<file path="config.mk">
export PLATFORM = sky130hd
export DESIGN_NAME = mpei_uart_rx_mon
export DESIGN_NICKNAME = d
export VERILOG_FILES = /design/src/rtl/mpei_uart_mon_pkg.sv /design/src/rtl/mpei_sync_fifo.sv /design/src/rtl/mpei_uart_rx_mon.sv
export SDC_FILE = /design/constraint.sdc
export NUM_CORES = 1
export LEC_CHECK = 0
export CAP_MARGIN = 20
export CORE_ASPECT_RATIO = 1.75
export CORE_MARGIN = 2
export CORE_UTILIZATION = 50
export CTS_CLUSTER_DIAMETER = 30
export CTS_CLUSTER_SIZE = 30
export DETAILED_ROUTE_END_ITERATION = 12
export PLACE_DENSITY = 0.68
export SKIP_CTS_REPAIR_TIMING = 1
export SLEW_MARGIN = 15
export SYNTH_ARGS = -nofsm -noshare
export SYNTH_HDL_FRONTEND = slang
export SYNTH_SLANG_ARGS = --single-unit
</file>
<file path="constraint.sdc">
create_clock -name clk_i -period 4.16 [get_ports clk_i]
set_input_delay 0.416 -clock clk_i [delete_from_list [all_inputs] [get_ports clk_i]]
set_output_delay 0.416 -clock clk_i [all_outputs]
set_load 0.005 [all_outputs]
</file>
<file path="src/rtl/mpei_uart_mon_pkg.sv">
// Shared types and constants for the mpei UART receive monitor.
package mpei_uart_mon_pkg;

  localparam int OVERSAMPLE = 8;
  localparam int DATA_W     = 8;

  typedef enum logic [2:0] {
    ST_IDLE   = 3'd0,
    ST_START  = 3'd1,
    ST_DATA   = 3'd2,
    ST_PARITY = 3'd3,
    ST_STOP   = 3'd4,
    ST_BREAK  = 3'd5
  } rx_state_e;

  // Parity bit a correct transmitter would send for this byte.
  function automatic logic calc_parity(input logic [DATA_W-1:0] data, input logic odd);
    return (^data) ^ odd;
  endfunction

endpackage

</file>
<file path="src/rtl/mpei_sync_fifo.sv">
// Single-clock FIFO with head-of-queue output; a push into a full FIFO is
// accepted when a pop happens in the same cycle, otherwise it is dropped.
module mpei_sync_fifo #(
  parameter int DATA_W = 8,
  parameter int DEPTH  = 8
) (
  input  logic                     clk_i,
  input  logic                     rstn_i,
  input  logic                     push_i,
  input  logic [DATA_W-1:0]        push_data_i,
  input  logic                     pop_i,
  output logic [DATA_W-1:0]        head_o,
  output logic                     full_o,
  output logic                     empty_o,
  output logic                     drop_o,
  output logic [$clog2(DEPTH):0]   count_o
);

  localparam int AW = $clog2(DEPTH);
  localparam int CW = AW + 1;

  logic [DATA_W-1:0] mem_r [DEPTH];
  logic [AW-1:0]     wr_ptr_r;
  logic [AW-1:0]     rd_ptr_r;
  logic [CW-1:0]     count_r;
  logic              pop_s;
  logic              push_s;

  assign empty_o = (count_r == CW'(0));
  assign full_o  = (count_r == CW'(DEPTH));
  assign pop_s   = pop_i & ~empty_o;
  assign push_s  = push_i & (~full_o | pop_s);
  assign drop_o  = push_i & full_o & ~pop_s;
  assign head_o  = mem_r[rd_ptr_r];
  assign count_o = count_r;

  // Storage, pointers and occupancy.
  always_ff @(posedge clk_i or negedge rstn_i) begin
    if (!rstn_i) begin
      for (int i = 0; i < DEPTH; i++) mem_r[i] <= '0;
      wr_ptr_r <= '0;
      rd_ptr_r <= '0;
      count_r  <= '0;
    end else begin
      if (push_s) begin
        mem_r[wr_ptr_r] <= push_data_i;
        wr_ptr_r        <= wr_ptr_r + AW'(1);
      end
      if (pop_s) rd_ptr_r <= rd_ptr_r + AW'(1);
      case ({push_s, pop_s})
        2'b10:   count_r <= count_r + CW'(1);
        2'b01:   count_r <= count_r - CW'(1);
        default: count_r <= count_r;
      endcase
    end
  end

endmodule

</file>
<file path="src/rtl/mpei_uart_rx_mon.sv">
// UART receive monitor: 8N1 decoder (8E1/8O1 with MPEI_UART_MON_PARITY_EN)
// with oversampled bit timing from the core's uart_scaler, feeding a FIFO.
module mpei_uart_rx_mon
  import mpei_uart_mon_pkg::*;
#(
  parameter int DEPTH    = 8,
  parameter int SCALER_W = 32
) (
  input  logic                      clk_i,
  input  logic                      rstn_i,
  input  logic                      uart_rxd_i,
  input  logic [SCALER_W-1:0]       uart_scaler_i,
  input  logic                      en_i,
`ifdef MPEI_UART_MON_PARITY_EN
  input  logic                      parity_en_i,
  input  logic                      parity_odd_i,
  output logic                      par_err_o,
`endif
  output logic [DATA_W-1:0]         data_o,
  output logic                      valid_o,
  input  logic                      ready_i,
  output logic                      frame_err_o,
  output logic                      ovf_o,
  output logic [$clog2(DEPTH):0]    fifo_cnt_o
);

  // One bit wider than SCALER_W+3 so an all-ones scaler cannot wrap.
  localparam int TBW = SCALER_W + 4;

  logic              rx_meta_r;
  logic              rxs_r;
  logic              rxs_d_r;
  rx_state_e         state_r;
  logic [TBW-1:0]    tb_r;
  logic [TBW-1:0]    cnt_r;
  logic [2:0]        bit_idx_r;
  logic [DATA_W-1:0] shift_r;
  logic              drop_r;
  logic              push_r;
  logic              frame_err_r;
  logic              ovf_r;
  logic              fifo_drop_s;
  logic              fifo_empty_s;
  logic              fifo_full_s;
  logic [TBW-1:0]    tb_s;
  rx_state_e         after_data_s;
`ifdef MPEI_UART_MON_PARITY_EN
  logic              par_err_r;
  assign par_err_o    = par_err_r;
  assign after_data_s = parity_en_i ? ST_PARITY : ST_STOP;
`else
  assign after_data_s = ST_STOP;
`endif

  assign tb_s = (TBW'(uart_scaler_i) + TBW'(1)) << 3;

  // Two-flop synchronizer plus one history flop for start-edge detection.
  always_ff @(posedge clk_i or negedge rstn_i) begin
    if (!rstn_i) begin
      rx_meta_r <= 1'b1;
      rxs_r     <= 1'b1;
      rxs_d_r   <= 1'b1;
    end else begin
      rx_meta_r <= uart_rxd_i;
      rxs_r     <= rx_meta_r;
      rxs_d_r   <= rxs_r;
    end
  end

  // Frame decoder FSM with bit timer, shift register and event pulses.
  always_ff @(posedge clk_i or negedge rstn_i) begin
    if (!rstn_i) begin
      state_r     <= ST_IDLE;
      tb_r        <= '0;
      cnt_r       <= '0;
      bit_idx_r   <= 3'd0;
      shift_r     <= '0;
      drop_r      <= 1'b0;
      push_r      <= 1'b0;
      frame_err_r <= 1'b0;
`ifdef MPEI_UART_MON_PARITY_EN
      par_err_r   <= 1'b0;
`endif
    end else begin
      push_r      <= 1'b0;
      frame_err_r <= 1'b0;
`ifdef MPEI_UART_MON_PARITY_EN
      par_err_r   <= 1'b0;
`endif
      if (!en_i) begin
        state_r <= ST_IDLE;
        drop_r  <= 1'b0;
      end else begin
        case (state_r)
          ST_IDLE: begin
            if (rxs_d_r && !rxs_r) begin
              tb_r    <= tb_s;
              cnt_r   <= (tb_s >> 1) - TBW'(1);
              state_r <= ST_START;
            end
          end
          ST_START: begin
            if (cnt_r == '0) begin
              if (rxs_r) begin
                state_r <= ST_IDLE;
              end else begin
                cnt_r     <= tb_r - TBW'(1);
                bit_idx_r <= 3'd0;
                drop_r    <= 1'b0;
                state_r   <= ST_DATA;
              end
            end else begin
              cnt_r <= cnt_r - TBW'(1);
            end
          end
          ST_DATA: begin
            if (cnt_r == '0) begin
              shift_r <= {rxs_r, shift_r[DATA_W-1:1]};
              cnt_r   <= tb_r - TBW'(1);
              if (bit_idx_r == 3'd7) state_r <= after_data_s;
              else                   bit_idx_r <= bit_idx_r + 3'd1;
            end else begin
              cnt_r <= cnt_r - TBW'(1);
            end
          end
          ST_PARITY: begin
`ifdef MPEI_UART_MON_PARITY_EN
            if (cnt_r == '0) begin
              if (rxs_r != calc_parity(shift_r, parity_odd_i)) begin
                par_err_r <= 1'b1;
                drop_r    <= 1'b1;
              end
              cnt_r   <= tb_r - TBW'(1);
              state_r <= ST_STOP;
            end else begin
              cnt_r <= cnt_r - TBW'(1);
            end
`else
            state_r <= ST_IDLE;
`endif
          end
          ST_STOP: begin
            if (cnt_r == '0) begin
              if (rxs_r) begin
                push_r  <= ~drop_r;
                state_r <= ST_IDLE;
              end else begin
                frame_err_r <= 1'b1;
                state_r     <= ST_BREAK;
              end
            end else begin
              cnt_r <= cnt_r - TBW'(1);
            end
          end
          ST_BREAK: begin
            if (rxs_r) state_r <= ST_IDLE;
          end
          default: state_r <= ST_IDLE;
        endcase
      end
    end
  end

  // Overflow pulse is registered from the FIFO's drop indication.
  always_ff @(posedge clk_i or negedge rstn_i) begin
    if (!rstn_i) ovf_r <= 1'b0;
    else         ovf_r <= fifo_drop_s;
  end

  mpei_sync_fifo #(
    .DATA_W (DATA_W),
    .DEPTH  (DEPTH)
  ) u_fifo (
    .clk_i       (clk_i),
    .rstn_i      (rstn_i),
    .push_i      (push_r),
    .push_data_i (shift_r),
    .pop_i       (ready_i),
    .head_o      (data_o),
    .full_o      (fifo_full_s),
    .empty_o     (fifo_empty_s),
    .drop_o      (fifo_drop_s),
    .count_o     (fifo_cnt_o)
  );

  assign valid_o     = ~fifo_empty_s;
  assign frame_err_o = frame_err_r;
  assign ovf_o       = ovf_r;

endmodule
</file>
**Yosys cells after proc, flatten, opt, wreduce, memory -nomap -nowiden**

Cells that the tools add are included.

- Bits in read-only memories: 0
- Input port bits: 37
- RAM bits: 0
- Register bits after elaboration: 164
- Memories kept: 0
- Logic and storage cells: 125
- Latch bits: 0
- Output and inout bits: 15

- Reductions and logical operators: 15
- $add $sub $neg: 9
- Eq/ne operators: 24
- Mux-type cells: 40
- $lt $le $gt $ge: 3
- Divide/modulo/power cells: 0
- $mul: 0
- Shift-type cells: 0
- Bitwise gates (word level): 11

Operators by type and width:

| operator | number |
|---|---|
| 36-bit two-way mux | 5 |
| 36-bit one-hot mux with 4 select lines | 1 |
| 36-bit by 1-bit subtractor with 36-bit output, second input constant | 2 |
| 64-bit bitwise mux | 1 |
| 36-bit logical NOT | 1 |
| 3-bit two-way mux | 12 |
| 35-bit by 1-bit subtractor with 36-bit output, second input constant | 1 |
| 32-bit by 1-bit adder with 33-bit output, second input constant | 1 |
| 8-bit binary-select mux with 3-bit select | 1 |
| 8-bit demux with 3-bit select | 1 |
| 8-bit two-way mux | 3 |
| 3-bit != test, second input constant | 7 |
| 3-bit one-hot mux with 5 select lines | 1 |
| 2-bit != test, second input constant | 7 |
| 1-bit two-way mux | 12 |
| 6-bit AND reduction | 2 |
| 3-bit by 1-bit adder with 3-bit output, second input constant | 3 |
| 3-bit == test, second input constant | 3 |
| 3-bit AND reduction | 3 |
| 4-bit >= comparator, second input constant | 2 |
| 3-bit inverter with 4-bit output | 2 |
| 4-bit one-hot mux with 2 select lines | 1 |
| 3-bit one-hot mux with 2 select lines | 1 |
| 5-bit AND reduction | 1 |
| other kinds (19) | 28 |

**Depth between registers and ports, before layout**

- Depth after elaboration: 7
- Gate-level depth with buffers: 12
- Mapped depth without buffers: 11

**Cells and area by module**

A second synthesis with hierarchy kept.

- Cell total of the unflattened synthesis: 1,053
- Area total of the unflattened synthesis: 10,279.9 um^2

Modules (own cells, without submodules):

| module | cells an instance | sequential area each (um^2) | instances | area each (um^2) |
|---|---|---|---|---|
| mpei_uart_rx_mon | 832 | 2,230.9 | 1 | 6,711.4 |
| mpei_sync_fifo | 221 | 1,851.8 | 1 | 3,568.4 |

**Worst setup path before layout**

Ideal clock, no wire load.

- Path type: reg-to-reg
- From: register cnt_r[16]
- To: register cnt_r[21]
- Path slack: 1,025 ps
- Stages on the path, launching flop included: 12
- Setup time: 76 ps
- Buffers on the path: 4
- Arrival: 3,059 ps
- Required time: 4,084 ps
- Clock period less this slack: 3,135 ps
- Cells stage by stage: dfrtp_1 -> or4_4 -> or4_4 -> buf_6 -> or4_4 -> buf_6 -> or3_4 -> buf_6 -> buf_8 -> o32ai_2 -> nand2_1 -> o21ai_1

- Longest elaborated chain between the ends: 3
- Elaborated cells between the ends (all ways): 9
- Those cells by class: add/sub (1); eq/ne (2); mux (4); reduce/logical (2)

Ends and longest elaborated chain:

| item | RTL line | RTL |
|---|---|---|
| start, declared | mpei_uart_rx_mon.sv:35 | `logic [TBW-1:0] cnt_r;` |
| start signal, assigned | mpei_uart_rx_mon.sv:98 | `cnt_r <= (tb_s >> 1) - TBW'(1);` |
| start signal, assigned | mpei_uart_rx_mon.sv:107 | `cnt_r <= tb_r - TBW'(1);` |
| start signal, assigned | mpei_uart_rx_mon.sv:113 | `cnt_r <= cnt_r - TBW'(1);` |
| 36-bit by 1-bit subtractor with 36-bit output / 36-bit logical NOT (equally long branches) | - |  |
| 36-bit two-way mux, or another cell as far along | mpei_uart_rx_mon.sv:143 | `if (cnt_r == '0) begin` |
| 36-bit one-hot mux with 4 select lines / 5-bit AND reduction (equally long branches) | - |  |

Several ways; a longest one is shown, not always the timed one. The select of a mux whose other input is x is not followed.
A chain may end at the register's enable or synchronous reset.

**Worst setup path after layout**

- From: register cnt_r[16]
- To: register shift_r[2]

- Longest elaborated chain between the ends: 2

Ends and longest elaborated chain:

| item | RTL line | RTL |
|---|---|---|
| 36-bit logical NOT | mpei_uart_rx_mon.sv:117 | `if (cnt_r == '0) begin` |
| 3-bit AND reduction (no line) | - |  |
| end signal, assigned | mpei_uart_rx_mon.sv:118 | `shift_r <= {rxs_r, shift_r[DATA_W-1:1]};` |
| end, declared | mpei_uart_rx_mon.sv:37 | `logic [DATA_W-1:0] shift_r;` |

Every way passes these cells.

==> flow_summary.json <==
{
  "status": "finished, final reports clean",
  "routedLengthMet1_mm": 10.09,
  "synth_nets": 1146,
  "grt_pass1_vias": 8781,
  "p_comb_share_pct": 34.7,
  "setup_slack_ps": 793.6,
  "routedWlPerCell_um": 19.43,
  "antenna_left": 0,
  "rsz0062_at_grt": "no",
  "die_h_um": 193.9,
  "clock-sinks": 163,
  "clockPowerShare_pct": 27.3,
  "setup_viol": 0,
  "diodes": 0,
  "syn_area_mm2": 0.01030,
  "skew_ps": 11.81,
  "hpwlAfterDp_mm": 20.30,
  "numCtsBuffers": 17,
  "ys_warn_count": 0,
  "clock_latency_ps": 430,
  "coreArea_mm2": 0.02029,
  "root_buffer": "clkbuf_16",
  "first_pass_iters": 5,
  "h-tree-depth": 4,
  "vdd_ir_drop_max_v": 0.0004853,
  "wl_met3_um": 777,
  "worstMarginPinSlew_ps": 939.1,
  "top_layer": "met4",
  "grt_max_degree": 101,
  "start_util_pct": 50.79,
  "cp.required_ps": 4470,
  "relSlewSlack_pct": 37.39,
  "grt_pass1_wl_mm": 44.17,
  "dp_worst_setup_slack_ps": 433.1,
  "r2r-end": "shift_r[2]$_DFFE_PN0P_",
  "area_delta_synth_final_pct": 14.92,
  "hold_slack_ps": 53.30,
  "synth_edf_count": 0,
  "end_kind": "flop",
  "ys_seq_area_share_pct": 39.62,
  "final_util_pct": 58.37,
  "die-area_mm2": 0.02182,
  "slew_viol_final": 0,
  "power_switching_w": 0.002501,
  "internal-power_w": 0.003842,
  "syn_inst": 1096,
  "met2_length_mm": 14.64,
  "dieWidth_um": 112.5,
  "place_congestion": 0.9110,
  "reg2regPathDepth": 5,
  "cellPowerDensity_mw_per_mm2": 535.6,
  "fin_crit_ps": 3366,
  "synth_seq_cells": 163,
  "synth_area_per_cell_um2": 9.401,
  "critical_path_class": "reg2reg",
  "critPathLaunchType": "flop",
  "clock_path_buffers": 2,
  "tns_ps": 0,
  "port_buffers": 51,
  "ios": 52,
  "fmax_ghz": 0.2971,
  "r2r-start": "cnt_r[16]$_DFFE_PN0P_",
  "overflow": 0,
  "cts.clk_slew.worst_paths_ps": 70,
  "grt_usage_pct": 25.32,
  "cp_max_fo": 10,
  "p_sw_share_pct": 39.42,
  "drc": 0,
  "r2r_slack_ps": 790,
  "ys_types": 71,
  "pwr-share-seq_pct": 38.0,
  "wl_mm": 27.18,
  "cts_tree": "yes",
  "drtIter0Drc": 658,
  "hold_class": "in2async",
  "cp.arrival_ps": 3680,
  "vias": 8675,
  "rows": 69,
  "antenna_found_initial": 0,
  "vias_per_cell": 6.201,
  "hold_viol_final": 0,
  "synthFlopType": "dfrtp_1",
  "final_nets": 1188,
  "power_leakage_nw": 4.923,
  "cap_violations": 0,
  "drive_above_1_share_pct": 17.12,
  "fin_crit_sh_pct": 80.92,
  "async_flop_share_pct": 100.0
}
==> cells in the mapped netlist (4+ instances only) <==
| library cell | instances | area [um2] |
|---|---|---|
| a32oi_1 | 4 | 35.03 |
| and3_1 | 8 | 50.05 |
| a22o_1 | 4 | 35.03 |
| o31ai_1 | 7 | 52.55 |
| mux4_2 | 16 | 360.4 |
| nor2_1 | 65 | 244.0 |
| dfrtp_1 | 160 | 4004 |
| o21ai_0 | 103 | 515.5 |
| inv_1 | 25 | 93.84 |
| a21oi_1 | 37 | 185.2 |
| mux2_2 | 83 | 934.7 |
| and2_1 | 4 | 25.02 |
| a22oi_1 | 10 | 75.07 |
| and4_1 | 9 | 78.83 |
| nand2_1 | 107 | 401.6 |
| or3_1 | 13 | 81.33 |
| nand4b_1 | 4 | 35.03 |
| or2_2 | 5 | 31.28 |
| clkbuf_1 | 51 | 191.4 |
| ha_1 | 12 | 150.1 |
| a21o_1 | 8 | 60.06 |
| o22ai_1 | 10 | 62.56 |
| a211o_1 | 5 | 43.79 |
| o211ai_1 | 4 | 30.03 |
| xor2_1 | 41 | 359.1 |
| nand3_1 | 31 | 155.2 |
| mux2i_1 | 4 | 40.04 |
| a211oi_1 | 4 | 30.03 |
| o21ai_1 | 4 | 20.02 |
| buf_1 | 14 | 52.55 |
| nor4_1 | 29 | 181.4 |
| xnor2_1 | 58 | 508.0 |
| or4_1 | 9 | 67.56 |
| nand3b_1 | 6 | 45.04 |
| nand4_1 | 30 | 187.7 |
| a31oi_1 | 14 | 87.58 |
| nor3_1 | 39 | 195.2 |
==> stage by stage <==
| stage | instance area, um2 | cells | power (W) |
|---|---|---|---|
| 6_report | 11840 | 1399 | 0.006343 |
| 5_1_grt | 11840 | 1399 | 0.006753 |
| 4_1_cts | 11830 | 1398 | 0.006360 |
| 3_5_place_dp | 11170 | 1366 | 0.004616 |
| 3_3_place_gp | 11170 | 1366 | 0.004566 |
| 2_1_floorplan | 10300 | 1096 | 0.003858 |
==> cell type report <==
class                           instances  area (um2)
Fill cell                            1815        8447
Timing Repair Buffer                   94       838.3
Inverter                               25       93.84
Tap cell                              248       310.3
Multi-Input combinational cell        837        5858
Sequential cell                       163        4083
Clock buffer                           17       425.4
Clock inverter                         15       232.7
==> registers in the layout (all words and copies together), names as in the netlist <==
register         flops
frame_err_o          1
rxs_r                1
u_fifo.rd_ptr_r      3
u_fifo.wr_ptr_r      3
shift_r              8
state_r              3
u_fifo.count_o       4
bit_idx_r            3
ovf_o                1
rxs_d_r              1
rx_meta_r            1
push_r               1
tb_r                33
u_fifo.mem_r        64
cnt_r               36
==> worst max path at each step <==
stage                                startpoint                endpoint  slack (ps)
after floorplan           cnt_r[16]$_DFFE_PN0P_   cnt_r[21]$_DFFE_PN0P_        1020
after global placement         uart_scaler_i[0]   cnt_r[30]$_DFFE_PN0P_         520
after detailed placement       uart_scaler_i[0]   cnt_r[32]$_DFFE_PN0P_         430
after CTS                 cnt_r[16]$_DFFE_PN0P_  shift_r[2]$_DFFE_PN0P_         780
after global routing           uart_scaler_i[0]   cnt_r[22]$_DFFE_PN0P_         490
final                     cnt_r[16]$_DFFE_PN0P_  shift_r[2]$_DFFE_PN0P_         790
==> cells by family after synthesis <==
| group | count (synthesis) | share of synthesized area, % |
|---|---|---|
| muxes | 103 | 12.96 |
| and+or+nand+nor | 377 | 18.82 |
| buffers and inverters | 96 | 3.849 |
| DFF | 163 | 39.62 |
| adders and majority gates | 14 | 1.749 |
| AOI/OAI and AO/OA | 244 | 14.58 |
| xor gates and xnor gates | 99 | 8.415 |
==> layout by cell type, fill, tap and decap left out, types with 5 or more instances in the layout <==
| master | count |
|---|---|
| dfrtp_1 | 160 |
| nand2_1 | 107 |
| o21ai_0 | 103 |
| mux2_2 | 83 |
| nor2_1 | 65 |
| xnor2_1 | 58 |
| clkdlybuf4s50_1 | 50 |
| buf_4 | 42 |
| xor2_1 | 41 |
| nor3_1 | 39 |
| a21oi_1 | 37 |
| nand3_1 | 30 |
| nand4_1 | 30 |
| nor4_1 | 29 |
| inv_1 | 25 |
| clkbuf_16 | 17 |
| mux4_2 | 16 |
| a31oi_1 | 14 |
| or3_1 | 13 |
| ha_1 | 12 |
| o22ai_1 | 10 |
| a22oi_1 | 10 |
| or4_1 | 9 |
| and4_1 | 9 |
| and3_1 | 8 |
| a21o_1 | 8 |
| nand3b_1 | 6 |
| o31ai_1 | 6 |
| or2_2 | 5 |
| a211o_1 | 5 |
| inv_6 | 5 |
==> critical path, cell delays in order (launching register included) <==
cell	delay, ps
dfrtp_1	430
or4_4	600
or4_4	630
or4_1	650
or3_1	570
mux2_2	360
==> power groups by stage <==
stage,combinational [W],clock [W],sequential (W)
final,0.00220,0.00173,0.00241
after global routing,0.00246,0.00182,0.00247
after CTS,0.00219,0.00176,0.00241
after detailed placement,0.00218,0,0.00243
after global placement,0.00214,0,0.00242
after floorplan,0.00161,0,0.00225
==> layer usage <==
| metal | vias to the layer above | track usage, % |
|---|---|---|
| li1 | 4128 | - |
| met1 | 4184 | 26.26 |
| met2 | 266 | 47.43 |
| met3 | 97 | 3.314 |
| met4 | 0 | 15.22 |
| met5 | - | 0 |
No activity file was read; power rests on OpenSTA's default activity.
